**src/rtl/tlb_lock_arbiter_pkg.sv**
```systemverilog
// Shared types and constants for the TLB lookup-port lock arbiter.
package tlb_lock_arbiter_pkg;

  localparam int unsigned VADDR_BITS      = 48;
  localparam int unsigned PID_BITS        = 6;
  localparam int unsigned N_TLB_ARB_PORTS = 2;

  typedef enum logic {ST_IDLE, ST_HELD} tlb_arb_state_t;

  function automatic int unsigned arb_id_bits(input int unsigned n);
    return (n > 1) ? $clog2(n) : 1;
  endfunction

endpackage

```
**src/rtl/tlb_lock_arbiter_if.sv**
```systemverilog
// Requester-side lock handshake plus the muxed TLB lookup channel.
interface tlb_lock_arbiter_if #(
  parameter int unsigned N_PORTS = tlb_lock_arbiter_pkg::N_TLB_ARB_PORTS,
  parameter int unsigned ID_BITS = tlb_lock_arbiter_pkg::arb_id_bits(N_PORTS)
);
  localparam int unsigned VB = tlb_lock_arbiter_pkg::VADDR_BITS;
  localparam int unsigned PB = tlb_lock_arbiter_pkg::PID_BITS;

  logic [N_PORTS-1:0]    lock;
  logic [N_PORTS-1:0]    unlock;
  logic [N_PORTS-1:0]    grant;
  logic [ID_BITS-1:0]    owner_id;
  logic                  busy;
  logic [N_PORTS*VB-1:0] s_addr;
  logic [N_PORTS*PB-1:0] s_pid;
  logic [N_PORTS-1:0]    s_strm;
  logic [N_PORTS-1:0]    s_wr;
  logic [N_PORTS-1:0]    s_valid;
  logic [VB-1:0]         m_addr;
  logic [PB-1:0]         m_pid;
  logic                  m_strm;
  logic                  m_wr;
  logic                  m_valid;
  logic                  timeout_irq;

  modport slave (
    input  lock, unlock, s_addr, s_pid, s_strm, s_wr, s_valid,
    output grant, owner_id, busy, m_addr, m_pid, m_strm, m_wr, m_valid, timeout_irq
  );

  modport master (
    output lock, unlock, s_addr, s_pid, s_strm, s_wr, s_valid,
    input  grant, owner_id, busy, m_addr, m_pid, m_strm, m_wr, m_valid, timeout_irq
  );

endinterface

```
**src/rtl/tlb_lock_arbiter_pick.sv**
```systemverilog
// Combinational winner pick: round-robin from rr_ptr with wrap, or lowest index.
module tlb_arb_pick
  import tlb_lock_arbiter_pkg::*;
#(
  parameter int unsigned N_PORTS = N_TLB_ARB_PORTS,
  parameter bit          RR_EN   = 1'b1,
  parameter int unsigned ID_BITS = arb_id_bits(N_PORTS)
) (
  input  logic [N_PORTS-1:0] req,
  input  logic [ID_BITS-1:0] rr_ptr,
  input  logic [N_PORTS-1:0] excl,
  output logic [ID_BITS-1:0] winner,
  output logic               found
);

  localparam logic [ID_BITS:0] NP = (ID_BITS + 1)'(N_PORTS);

  logic [N_PORTS-1:0] cand;

  assign cand = req & ~excl;

  always_comb begin : pick
    logic [ID_BITS:0] idx;
    winner = '0;
    found  = 1'b0;
    idx    = '0;
    for (int unsigned i = 0; i < N_PORTS; i++) begin
      idx = (ID_BITS + 1)'(i);
      // One extra bit keeps rr_ptr+i exact so the wrap works for non-power-of-two N.
      if (RR_EN) begin
        idx = idx + {1'b0, rr_ptr};
        if (idx >= NP) idx = idx - NP;
      end
      if (!found && cand[idx[ID_BITS-1:0]]) begin
        winner = idx[ID_BITS-1:0];
        found  = 1'b1;
      end
    end
  end

endmodule

```
**src/rtl/tlb_lock_arbiter.sv**
```systemverilog
// Exclusive-ownership arbiter for a shared TLB lookup port with same-edge
// handover, round-robin/fixed-priority pick and a hold-timeout watchdog.
module tlb_lock_arbiter
  import tlb_lock_arbiter_pkg::*;
#(
  parameter int unsigned N_PORTS  = N_TLB_ARB_PORTS,
  parameter bit          RR_EN    = 1'b1,
  parameter int unsigned MAX_HOLD = 1024,
  parameter int unsigned ID_BITS  = arb_id_bits(N_PORTS)
) (
  input  logic               aclk,
  input  logic               aresetn,
  tlb_lock_arbiter_if.slave  arb
);

  localparam int unsigned      HC_BITS  = (MAX_HOLD > 0) ? $clog2(MAX_HOLD + 1) : 1;
  localparam logic [HC_BITS-1:0] HOLD_MAX = HC_BITS'(MAX_HOLD);
  localparam logic [ID_BITS:0]   NP       = (ID_BITS + 1)'(N_PORTS);

  tlb_arb_state_t     state_q, state_d;
  logic [N_PORTS-1:0] grant_q, grant_d;
  logic [ID_BITS-1:0] owner_q, owner_d;
  logic [ID_BITS-1:0] rr_ptr_q, rr_ptr_d;
  logic [HC_BITS-1:0] hold_cnt_q, hold_cnt_d;
  logic               irq_q, irq_d;

  logic [N_PORTS-1:0] excl;
  logic [ID_BITS-1:0] winner;
  logic               found;
  logic               owner_rel;
  logic               take;
  logic [ID_BITS:0]   win_inc;
  logic [ID_BITS-1:0] next_ptr;

  // While held, only an owner release opens a pick, and the releasing port sits it out.
  assign owner_rel = (state_q == ST_HELD) && (|(arb.unlock & grant_q));
  assign excl      = (state_q == ST_HELD) ? grant_q : '0;

  tlb_arb_pick #(
    .N_PORTS (N_PORTS),
    .RR_EN   (RR_EN),
    .ID_BITS (ID_BITS)
  ) u_pick (
    .req    (arb.lock),
    .rr_ptr (rr_ptr_q),
    .excl   (excl),
    .winner (winner),
    .found  (found)
  );

  assign win_inc  = {1'b0, winner} + (ID_BITS + 1)'(1);
  assign next_ptr = (win_inc == NP) ? '0 : win_inc[ID_BITS-1:0];

  always_comb begin
    state_d    = state_q;
    grant_d    = grant_q;
    owner_d    = owner_q;
    rr_ptr_d   = rr_ptr_q;
    hold_cnt_d = hold_cnt_q;
    irq_d      = 1'b0;
    take       = 1'b0;

    case (state_q)
      ST_IDLE: begin
        take = found;
      end
      ST_HELD: begin
        if (owner_rel) begin
          if (found) begin
            take = 1'b1;
          end else begin
            state_d    = ST_IDLE;
            grant_d    = '0;
            owner_d    = '0;
            hold_cnt_d = '0;
          end
        end else if ((MAX_HOLD != 0) && (hold_cnt_q != HOLD_MAX)) begin
          hold_cnt_d = hold_cnt_q + HC_BITS'(1);
          irq_d      = (hold_cnt_d == HOLD_MAX);
        end
      end
    endcase

    if (take) begin
      state_d         = ST_HELD;
      grant_d         = '0;
      grant_d[winner] = 1'b1;
      owner_d         = winner;
      rr_ptr_d        = next_ptr;
      hold_cnt_d      = '0;
    end
  end

  always_ff @(posedge aclk) begin
    if (!aresetn) begin
      state_q    <= ST_IDLE;
      grant_q    <= '0;
      owner_q    <= '0;
      rr_ptr_q   <= '0;
      hold_cnt_q <= '0;
      irq_q      <= 1'b0;
    end else begin
      state_q    <= state_d;
      grant_q    <= grant_d;
      owner_q    <= owner_d;
      rr_ptr_q   <= rr_ptr_d;
      hold_cnt_q <= hold_cnt_d;
      irq_q      <= irq_d;
    end
  end

  logic [VADDR_BITS-1:0] m_addr;
  logic [PID_BITS-1:0]   m_pid;
  logic                  m_strm;
  logic                  m_wr;
  logic                  sel_valid;

  // owner_q returns to 0 when idle, so the idle mux naturally shows port 0.
  always_comb begin
    m_addr    = arb.s_addr[VADDR_BITS-1:0];
    m_pid     = arb.s_pid[PID_BITS-1:0];
    m_strm    = arb.s_strm[0];
    m_wr      = arb.s_wr[0];
    sel_valid = arb.s_valid[0];
    for (int unsigned i = 0; i < N_PORTS; i++) begin
      if (owner_q == ID_BITS'(i)) begin
        m_addr    = arb.s_addr[i*VADDR_BITS +: VADDR_BITS];
        m_pid     = arb.s_pid[i*PID_BITS +: PID_BITS];
        m_strm    = arb.s_strm[i];
        m_wr      = arb.s_wr[i];
        sel_valid = arb.s_valid[i];
      end
    end
  end

  assign arb.grant       = grant_q;
  assign arb.owner_id    = owner_q;
  assign arb.busy        = (state_q == ST_HELD);
  assign arb.timeout_irq = irq_q;
  assign arb.m_addr      = m_addr;
  assign arb.m_pid       = m_pid;
  assign arb.m_strm      = m_strm;
  assign arb.m_wr        = m_wr;
  assign arb.m_valid     = sel_valid & (state_q == ST_HELD);

endmodule

```
**src/flat_wrapper.sv**
```systemverilog
// flat-port wrapper written by rule: the top's interface ports become plain ports
module tlb_lock_arbiter_flat import tlb_lock_arbiter_pkg::*;
#(
  parameter int unsigned N_PORTS  = N_TLB_ARB_PORTS,
  parameter bit          RR_EN    = 1'b1,
  parameter int unsigned MAX_HOLD = 1024,
  parameter int unsigned ID_BITS  = arb_id_bits(N_PORTS)
)
  (aclk, aresetn, arb_lock, arb_unlock, arb_s_addr, arb_s_pid, arb_s_strm, arb_s_wr, arb_s_valid, arb_grant, arb_owner_id, arb_busy, arb_m_addr, arb_m_pid, arb_m_strm, arb_m_wr, arb_m_valid, arb_timeout_irq);
  tlb_lock_arbiter_if #(.N_PORTS(N_PORTS), .ID_BITS(ID_BITS)) arb_i ();
  input  logic aclk;
  input  logic aresetn;
  input wire logic [$bits(arb_i.lock)-1:0] arb_lock;
  input wire logic [$bits(arb_i.unlock)-1:0] arb_unlock;
  input wire logic [$bits(arb_i.s_addr)-1:0] arb_s_addr;
  input wire logic [$bits(arb_i.s_pid)-1:0] arb_s_pid;
  input wire logic [$bits(arb_i.s_strm)-1:0] arb_s_strm;
  input wire logic [$bits(arb_i.s_wr)-1:0] arb_s_wr;
  input wire logic [$bits(arb_i.s_valid)-1:0] arb_s_valid;
  output wire logic [$bits(arb_i.grant)-1:0] arb_grant;
  output wire logic [$bits(arb_i.owner_id)-1:0] arb_owner_id;
  output wire logic [$bits(arb_i.busy)-1:0] arb_busy;
  output wire logic [$bits(arb_i.m_addr)-1:0] arb_m_addr;
  output wire logic [$bits(arb_i.m_pid)-1:0] arb_m_pid;
  output wire logic [$bits(arb_i.m_strm)-1:0] arb_m_strm;
  output wire logic [$bits(arb_i.m_wr)-1:0] arb_m_wr;
  output wire logic [$bits(arb_i.m_valid)-1:0] arb_m_valid;
  output wire logic [$bits(arb_i.timeout_irq)-1:0] arb_timeout_irq;
  assign arb_i.lock = arb_lock;
  assign arb_i.unlock = arb_unlock;
  assign arb_i.s_addr = arb_s_addr;
  assign arb_i.s_pid = arb_s_pid;
  assign arb_i.s_strm = arb_s_strm;
  assign arb_i.s_wr = arb_s_wr;
  assign arb_i.s_valid = arb_s_valid;
  assign arb_grant = arb_i.grant;
  assign arb_owner_id = arb_i.owner_id;
  assign arb_busy = arb_i.busy;
  assign arb_m_addr = arb_i.m_addr;
  assign arb_m_pid = arb_i.m_pid;
  assign arb_m_strm = arb_i.m_strm;
  assign arb_m_wr = arb_i.m_wr;
  assign arb_m_valid = arb_i.m_valid;
  assign arb_timeout_irq = arb_i.timeout_irq;
  tlb_lock_arbiter #(.N_PORTS(N_PORTS), .RR_EN(RR_EN), .MAX_HOLD(MAX_HOLD), .ID_BITS(ID_BITS)) u_core (.aclk(aclk), .aresetn(aresetn), .arb(arb_i));
endmodule
```
**config.mk**
```make
export PLATFORM = sky130hd
export DESIGN_NAME = tlb_lock_arbiter_flat
export DESIGN_NICKNAME = d
export VERILOG_FILES = /design/src/rtl/tlb_lock_arbiter_pkg.sv /design/src/rtl/tlb_lock_arbiter_if.sv /design/src/rtl/tlb_lock_arbiter_pick.sv /design/src/rtl/tlb_lock_arbiter.sv /design/src/flat_wrapper.sv
export SDC_FILE = /design/constraint.sdc
export NUM_CORES = 1
export LEC_CHECK = 0
export ABC_CLOCK_PERIOD_IN_PS = 2000
export CAP_MARGIN = 20
export CORE_ASPECT_RATIO = 1.5
export CORE_UTILIZATION = 26
export DETAILED_ROUTE_END_ITERATION = 10
export PLACE_DENSITY = 0.77
export SYNTH_ARGS = -nofsm -noshare
export SYNTH_HDL_FRONTEND = slang
export SYNTH_SLANG_ARGS = --single-unit
```
**constraint.sdc**
```tcl
create_clock -name aclk -period 2 [get_ports aclk]
set_clock_uncertainty 0.05 [all_clocks]
set_input_delay 0.2 -clock aclk [delete_from_list [all_inputs] [get_ports aclk]]
set_output_delay 0.2 -clock aclk [all_outputs]
set_load 0.05 [all_outputs]
```
# After elaboration in Yosys (flattened, before gate mapping)

Index checks and enable logic that the tools add are counted.

Register bits after elaboration: 17
Output and inout bits: 62

Order comparisons: 6
Add/subtract/negate cells: 5
Reduce and logical (&&, ||, !) cells: 12
Mux-type cells: 36
Bitwise gates (word level): 7
Equality and inequality tests: 5

Operators with widths:

| kind                  | number |
|---|---|
| $mux 48               | 1 |
| $mux 11               | 3 |
| $mux 1                | 24 |
| $add 11x1->11 const B | 1 |
| $eq 11x11->1 const B  | 1 |
| $ne 11x11->1 const B  | 1 |
| $mux 2                | 5 |
| $lt 1x2->1 const B    | 3 |
| $mux 6                | 1 |
| $reduce_and 3->1      | 2 |
| $reduce_bool 2->1     | 3 |
| $and 2x2->2           | 2 |
| $ne 2x2->1 const B    | 2 |
| $reduce_or 2->1       | 2 |
| $reduce_or 4->1       | 1 |
| $logic_and 1x1->1     | 3 |
| $not 1->1             | 3 |
| $add 1x1->2 const A   | 1 |
| $add 1x1->2 const B   | 1 |
| $eq 2x2->1 const B    | 1 |
| $ge 1x2->1 const B    | 1 |
| $ge 2x2->1 const B    | 1 |
| $not 2->2             | 1 |
| $pmux 1 s2            | 1 |
| 5 further kinds       | 6 |

# Depth between registers and ports, before layout

Gate-level depths: netlist of the first run.

Word-level depth: 14
Mapped depth: 7
Mapped depth without buffers: 6

# By module

A second synthesis of the first run with hierarchy kept.

Cells, all modules: 182
Area, all modules: 1642.8 µm²

By module, submodules not included:

| module           | area each (µm²) | times used | cells an instance |
|---|---|---|---|
| tlb_lock_arbiter | 1606.5          | 1          | 177 |
| tlb_arb_pick     | 36.3            | 1          | 5 |

# Worst setup path after synthesis of the first run

OpenSTA, ideal clock, no wires.

Kind: register -> output
From: register u_core.arb.grant[1] (netlist name)
To: output arb_m_valid
Path slack: -0.414 ns
Cell stages (with the launch flop): 6
Arrival: 2.164 ns
Path through: dfxtp_1 > buf_6 > buf_2 > buf_1 > mux2i_1 > nor2_1

RTL lines:

| item      | line               | text |
|---|---|---|
| to (decl) | flat_wrapper.sv:27 | `output wire logic [$bits(arb_i.m_valid)-1:0] arb_m_valid;` |

# Worst setup path after layout of the first run

From: register u_core.hold_cnt_q[0]
To: register u_core.hold_cnt_q[7]

Cells in the longest elaborated chain, start to end: 3
Elaborated cells between the ends (all ways): 6
Those cells by class: add/sub: 1; eq/ne: 1; mux: 2; reduce/logical: 2

RTL lines:

| item                                          | line                                           | text |
|---|---|---|
| from (decl)                                   | tlb_lock_arbiter.sv:24                         | `logic [HC_BITS-1:0] hold_cnt_q, hold_cnt_d;` |
| from (signal assigned)                        | tlb_lock_arbiter.sv:107                        | `hold_cnt_q <= hold_cnt_d;` |
| $add 11x1->11 or $ne 11x11->1 (tied branches) | tlb_lock_arbiter.sv:78, tlb_lock_arbiter.sv:77 |  |
| $mux 11 or $reduce_bool 2->1 (tied branches)  | --                                             |  |
| $mux 11 or $reduce_and 3->1 (tied branches)   | --                                             |  |

Parallel ways exist; a longest one is shown, timed or not. The select of a mux whose other input is x is not followed.
A chain may end at the register's enable or synchronous reset.

==> out/metrics.csv, run 1 <==
metric,value,unit
Least-Margin Pin Slew,522,ps
Max Root-Sink Buffers,2,
largest family of logic cells by synthesized area,multiplexers,
metal1 wirelength,2.88,mm
GRT Overall Usage,0.238,
layout cell share with drive strength beyond 1,0.375,
DP HPWL,7.31,mm
"CTS clk-pin slew, worst paths",80,ps
simple-gate share of the synthesized area,0.163,
clock sink count,16,
Post-synth EDFFs,0,
# H-tree levels,1,
overall power,0.00188,W
post-synth top area share,0.362,
area delta synth->final,117,%
"Core Util, Final",0.584,
Internal,0.00108,W
die height,102,µm
CP required,2140,ps
syn_nets,320,
Final Hold Violating Endpoints,0,
CP startpoint kind,flop,
Final ANT Viol Nets,0,
Port Buffers,181,
routed vias,2436,
Net Sw Power,0.000801,W
power share of the clock group,0.162,
gpl congestion,1.03,
Ant. Diodes,0,
max-slew violation count,0,
post-route insts no fill,457,
initial antenna violation count,2,
CTS hold repair buffers,0,
routed wl met2,4.02,mm
fraction of registers with async set or reset after synthesis,0,
Sw Share,0.426,
Iteration-0 DRC Markers,79,
syn_area_per_cell,8.80,µm²
first-pass GRT wire length,12.1,mm
"commonest cells after routing, fill and taps aside","clkdlybuf4s50_1, buf_4, mux2_2",
post-synthesis mux area share,0.373,
Fin Setup TNS,0,ps
Routed WL,8.64,mm
Hold WC Path Type,reg -> reg,
Leak,1.51,nW
largest net degree at the start of global routing,32,
number of global-route vias before repair,2215,
"Setup violations, final",0,
P per Cell Area,496,nW/µm²
CP Data Arrival Time,1990,ps
Cell variety after synth,47,
Overflow after GRT,0,
pre-CTS WS,36.4,ps
I/O pin count,182,
Setup CP Type,reg -> reg,
Initial Util,0.269,
final routed DRC violation total,0,
Adder-Cell Fraction of Synth Area,0.0144,
sequential area share after synthesis,0.184,
Core Rows,36,
post-CTS setup buffer count,0,
Worst-Skew Late Latency,260,ps
vias per cell,5.33,
#FFs+latches synth,16,
crit-path max FO,8,
max-cap violations,0,
root buf cell,clkbuf_8,
"crit path setup slack, layout",148,ps
WL met3,1.55,mm
status,"complete, no violations",
complex-gate fraction of the synthesized area,0.203,
Flop pwr share,0.186,
top post-synthesis cells by area,"mux2_2, dfxtp_1, nand3_1",
"most common cell after layout, fill and taps aside",clkdlybuf4s50_1,
Post-Synthesis Cells,198,
worst relative slew slack,0.651,
CTS Buf Count,3,
Max Used Layer,met4,
Die Span X,68.9,µm
Most used DFF post-synth,dfxtp_1,
Max VDD drop,283,µV
Die Area,7040,µm²
Ys Warns,0,
unrepaired setup endpoints after global routing,no,
DRT Pass-1 Iters,4,
combinational share of power,0.652,
Netlist Area Pre-Place,1740,µm²
post-synth top area cell,mux2_2,
CTS tree,built,
Synth Area in XOR/XNOR,0.00503,
# resized after CTS,0,
Inst Count DP,453,
Core Region,6490,µm²
Final period util,0.926,
Fmax achieved,0.540,GHz
Final Critical Period,1850,ps
endpoint type of the worst setup path,flop,
per-cell routed wire length,18.9,µm
final net count,504,
-- power by group through the flow --
| stage | clock [W] | combinational [W] | sequential, W |
|---|---|---|---|
| detailed placement | 0 | 0.00123 | 0.000356 |
| finish | 0.000304 | 0.00123 | 0.000350 |
| floorplan | 0 | 0.000655 | 0.000367 |
| CTS | 0.000303 | 0.00123 | 0.000349 |
| global route | 0.000314 | 0.00128 | 0.000353 |
| global placement | 0 | 0.00122 | 0.000356 |
-- final cells by class --
cell class,count,area (µm²)
multi-input cells,161,1330
repair buffers,196,1970
well taps,76,95.1
inverters,4,15.0
flip-flops and latches,16,324
clock buffers,4,55.1
fillers,585,2700
-- cell families after synthesis --
kind of cell | Yosys count
AOI/OAI and AO/OA | 49
xor gates and xnor gates | 1
adders and majority gates | 2
buffers and inverters | 21
DFF | 16
muxes | 58
and+or+nand+nor | 51
-- final timing paths --
check | from | end | slack, ps | depth (start not counted)
max | u_core.hold_cnt_q[0] | u_core.hold_cnt_q[7] | 150 | 6
min | u_core.rr_ptr_q | u_core.rr_ptr_q | 480 | 1
max reg2reg | u_core.hold_cnt_q[0] | u_core.hold_cnt_q[7] | 150 | 6
min reg2reg | u_core.rr_ptr_q | u_core.rr_ptr_q | 480 | 1
-- metrics by stage --
stage / hold slack [ps] / cell area, µm²
detailed placement: 467 / 3720
global route: 512 / 3790
global placement: 430 / 3720
CTS: 483 / 3780
floorplan: 267 / 1750
finish: 481 / 3790
-- state kept, by name (all words and copies together) (netlist names) --
name / count
u_core.arb.grant: 2
u_core.hold_cnt_q: 11
u_core.arb.busy: 1
u_core.arb.timeout_irq: 1
u_core.rr_ptr_q: 1
-- cell usage after synthesis (2+ instances only) --
cell type,instances
nand4_1,3
or2_2,2
nand2b_1,3
buf_2,7
ha_1,2
buf_1,2
a21oi_1,10
a311oi_1,3
and3_1,3
and4_1,3
inv_1,4
dfxtp_1,16
and2_1,4
o31ai_1,7
nand3_1,12
nor3_1,7
a31oi_1,2
clkbuf_1,5
a21boi_0,3
o21ai_0,6
nand2_1,4
mux2i_1,2
nor2_1,6
a22oi_1,2
a41oi_1,2
mux2_2,56
o211ai_1,2
-- layer usage --
layer	GRT usage	vias up
li1	-	1132
met1	0.249	1108
met2	0.397	177
met3	0.140	19
met4	0.0612	0
met5	0	-
-- worst max-delay path, cell delays in order (launching register included) --
cell and delay [ps]:
dfxtp_2 410, inv_1 100, ha_1 200, nor4bb_1 130, and4_1 260, or4_1 490
a21oi_1 150
(Power assumes the default switching activity.)
==> run 2: changes to the inputs <==
--- a/config.mk
+++ b/config.mk
@@ -5,12 +5,13 @@
 export SDC_FILE = /design/constraint.sdc
 export NUM_CORES = 1
 export LEC_CHECK = 0
+export ABC_AREA = 1
 export ABC_CLOCK_PERIOD_IN_PS = 2000
 export CAP_MARGIN = 20
 export CORE_ASPECT_RATIO = 1.5
 export CORE_UTILIZATION = 26
 export DETAILED_ROUTE_END_ITERATION = 10
-export PLACE_DENSITY = 0.77
+export PLACE_DENSITY = 0.78
 export SYNTH_ARGS = -nofsm -noshare
 export SYNTH_HDL_FRONTEND = slang
 export SYNTH_SLANG_ARGS = --single-unit
==> run 2 against run 1 <==
Compared with the run above:
- sequential power about the same
- register-to-register slack better by 160 ps
- cell area fell by 7.9%
- global-route usage down 2.5 points
- maximum frequency up 2.0%
- die area shrank 2.9%
- hold slack worse by 42 ps
- largest power group unchanged
- critical endpoint is now arb_busy
- worst setup slack better by 36 ps
==> out/metrics.csv, run 2 <==
metric,value,unit,change
worst relative slew slack,0.658,,+0.00694
number of global-route vias before repair,2347,,+6.0%
endpoint type of the worst setup path,output port,,
status,"complete, no violations",,
post-CTS setup buffer count,0,,unchanged
final routed DRC violation total,0,,unchanged
DP HPWL,6.35,mm,-13%
"Slowest-stage cell, CP",clkdlybuf4s50_1,,
CTS hold repair buffers,0,,unchanged
"commonest cells after routing, fill and taps aside","nand2_1, clkdlybuf4s50_1, buf_4",,
"crit path setup slack, layout",185,ps,+36.5 ps
post-synth top area share,0.470,,+0.109
CTS Buf Count,3,,unchanged
fraction of registers with async set or reset after synthesis,0,,unchanged
combinational share of power,0.651,,about the same
Leak,1.67,nW,+11%
Post-synth EDFFs,0,,unchanged
Iteration-0 DRC Markers,130,,+65%
Cell variety after synth,28,,-40%
CP required,1750,ps,-390 ps
first-pass GRT wire length,11.0,mm,-8.8%
most common cell in the synthesized netlist,nand2_1,,
pre-CTS WS,221,ps,+185 ps
Port Buffers,181,,unchanged
# H-tree levels,1,,unchanged
Biggest register,u_core.hold_cnt_q,,
per-cell routed wire length,13.1,µm,-31%
Die Area,6840,µm²,-2.9%
Netlist Area Pre-Place,1690,µm²,-2.9%
Least-Margin Pin Slew,512,ps,-10.4 ps
Final Critical Period,1820,ps,-36.5 ps
root buf cell,clkbuf_8,,
DRT Pass-1 Iters,5,,+1
worst stage delay on the critical path,860,ps,+370 ps
Ys Warns,0,,unchanged
GRT Overall Usage,0.213,,-0.0250
max-cap violations,0,,unchanged
Most used DFF post-synth,dfxtp_1,,
Core Region,6220,µm²,-4.1%
Fin Setup TNS,0,ps,unchanged
Flop pwr share,0.186,,about the same
I/O pin count,182,,unchanged
fill count,601,,+2.7%
number of flip-flops in the largest register,11,,unchanged
P per Cell Area,542,nW/µm²,+9.2%
Initial Util,0.272,,+0.00332
CP startpoint kind,flop,,
post-synth top area cell,nand2_1,,
clock sink count,16,,unchanged
# resized after CTS,0,,unchanged
#FFs+latches synth,16,,unchanged
largest net degree at the start of global routing,58,,+81%
Max Root-Sink Buffers,2,,unchanged
complex-gate fraction of the synthesized area,0.0717,,-0.131
sequential area share after synthesis,0.189,,+0.00557
top post-synthesis cells by area,"nand2_1, dfxtp_1, a21oi_1",,
Setup CP Type,reg -> out,,
initial antenna violation count,0,,-2
post-synthesis mux area share,0,,-0.373
max-slew violation count,0,,unchanged
Adder-Cell Fraction of Synth Area,0.0148,,+0.000435
CP Data Arrival Time,1570,ps,-420 ps
Net Sw Power,0.000918,W,+15%
worst reg2reg startpoint,u_core.hold_cnt_q[0],,
largest family of logic cells by synthesized area,simple AND/OR/NAND/NOR gates,,
Sw Share,0.485,,+0.0591
Final ANT Viol Nets,0,,unchanged
CTS tree,built,,
Die Span X,67.9,µm,-1.4%
"most common cell after layout, fill and taps aside",nand2_1,,
worst-path cell chain,clkdlybuf4s50_1,,
Fmax achieved,0.551,GHz,+2.0%
synth cell count leaders,"nand2_1, nor2_1, dfxtp_1, a21oi_1, inv_1",,
simple-gate share of the synthesized area,0.627,,+0.464
crit-path max FO,5,,-3
Worst-Skew Late Latency,260,ps,about the same
area delta synth->final,106,%,
"delay-heaviest family, CP",buffers and inverters,,
Routed WL,7.67,mm,-11%
vias per cell,4.58,,-14%
layout cell share with drive strength beyond 1,0.170,,-0.205
power share of the clock group,0.162,,about the same
die height,101,µm,-1.5%
syn_area_per_cell,5.02,µm²,-43%
Overflow after GRT,0,,unchanged
unrepaired setup endpoints after global routing,no,,
beginning of the critical path,u_core.arb.busy,,
Core Rows,35,,-2.8%
"Setup violations, final",0,,unchanged
Ant. Diodes,0,,unchanged
WP buf/inv,1,,unchanged
Internal,0.000973,W,-9.8%
Post-Synthesis Cells,337,,+70%
syn_nets,459,,+43%
Final Hold Violating Endpoints,0,,unchanged
Final period util,0.908,,-0.0182
routed vias,2680,,+10%
Hold WC Path Type,reg -> reg,,
"CTS clk-pin slew, worst paths",70,ps,about the same
Max VDD drop,390,µV,+38%
Synth Area in XOR/XNOR,0.0155,,+0.0105
start point of the worst min-delay path,u_core.rr_ptr_q,,
gpl congestion,0.932,,-9.9%
final net count,634,,+26%
## run 2: cells by family after synthesis
kind of cell	count (synthesis)
XOR/XNOR	3
AO/OA/AOI/OAI	23
buffers and inverters	33
AND/OR/NAND/NOR	260
adder cells (fa/ha/maj)	2
flip-flops	16
## run 2: per-stage QoR
stage	power, W	util	instances	hold slack (ps)	instance area (µm²)
5_1_grt	0.00198	0.561	585	467	3490
2_1_floorplan	0.00108	-	337	377	1700
3_3_place_gp	0.00159	0.552	581	410	3430
3_5_place_dp	0.00159	0.552	581	424	3430
4_1_cts	0.00190	0.561	585	434	3490
6_report	0.00189	0.561	585	439	3490
## run 2: path summary, 6_finish.rpt
| kind | endpoint | slack (ps) | cells after the start |
|---|---|---|---|
| min reg2reg | u_core.rr_ptr_q | 440 | 2 |
| max | arb_busy | 180 | 1 |
| max reg2reg | u_core.hold_cnt_q[5] | 310 | 7 |
| min | u_core.rr_ptr_q | 440 | 2 |
## run 2: cell type report
class	instances	area (µm²)	share of cell area
repair buffers	184	1710	0.491
multi-input cells	288	1240	0.354
flip-flops and latches	16	322	0.0921
well taps	74	92.6	0.0265
inverters	19	72.6	0.0208
clock buffers	4	55.1	0.0158
## run 2: per-layer routing
metal | track usage | wire, µm | up-vias
li1 | - | - | 1376
met1 | 0.249 | 2820 | 1129
met2 | 0.376 | 3760 | 154
met3 | 0.0351 | 871 | 21
met4 | 0.0753 | 217 | 0
met5 | 0 | 0 | -
## run 2: power by group through the flow
stage	registers, W	clock network [W]	logic (W)
2_1_floorplan	0.000371	0	0.000706
3_3_place_gp	0.000358	0	0.00123
3_5_place_dp	0.000359	0	0.00124
4_1_cts	0.000351	0.000307	0.00124
5_1_grt	0.000354	0.000315	0.00131
6_report	0.000352	0.000307	0.00123
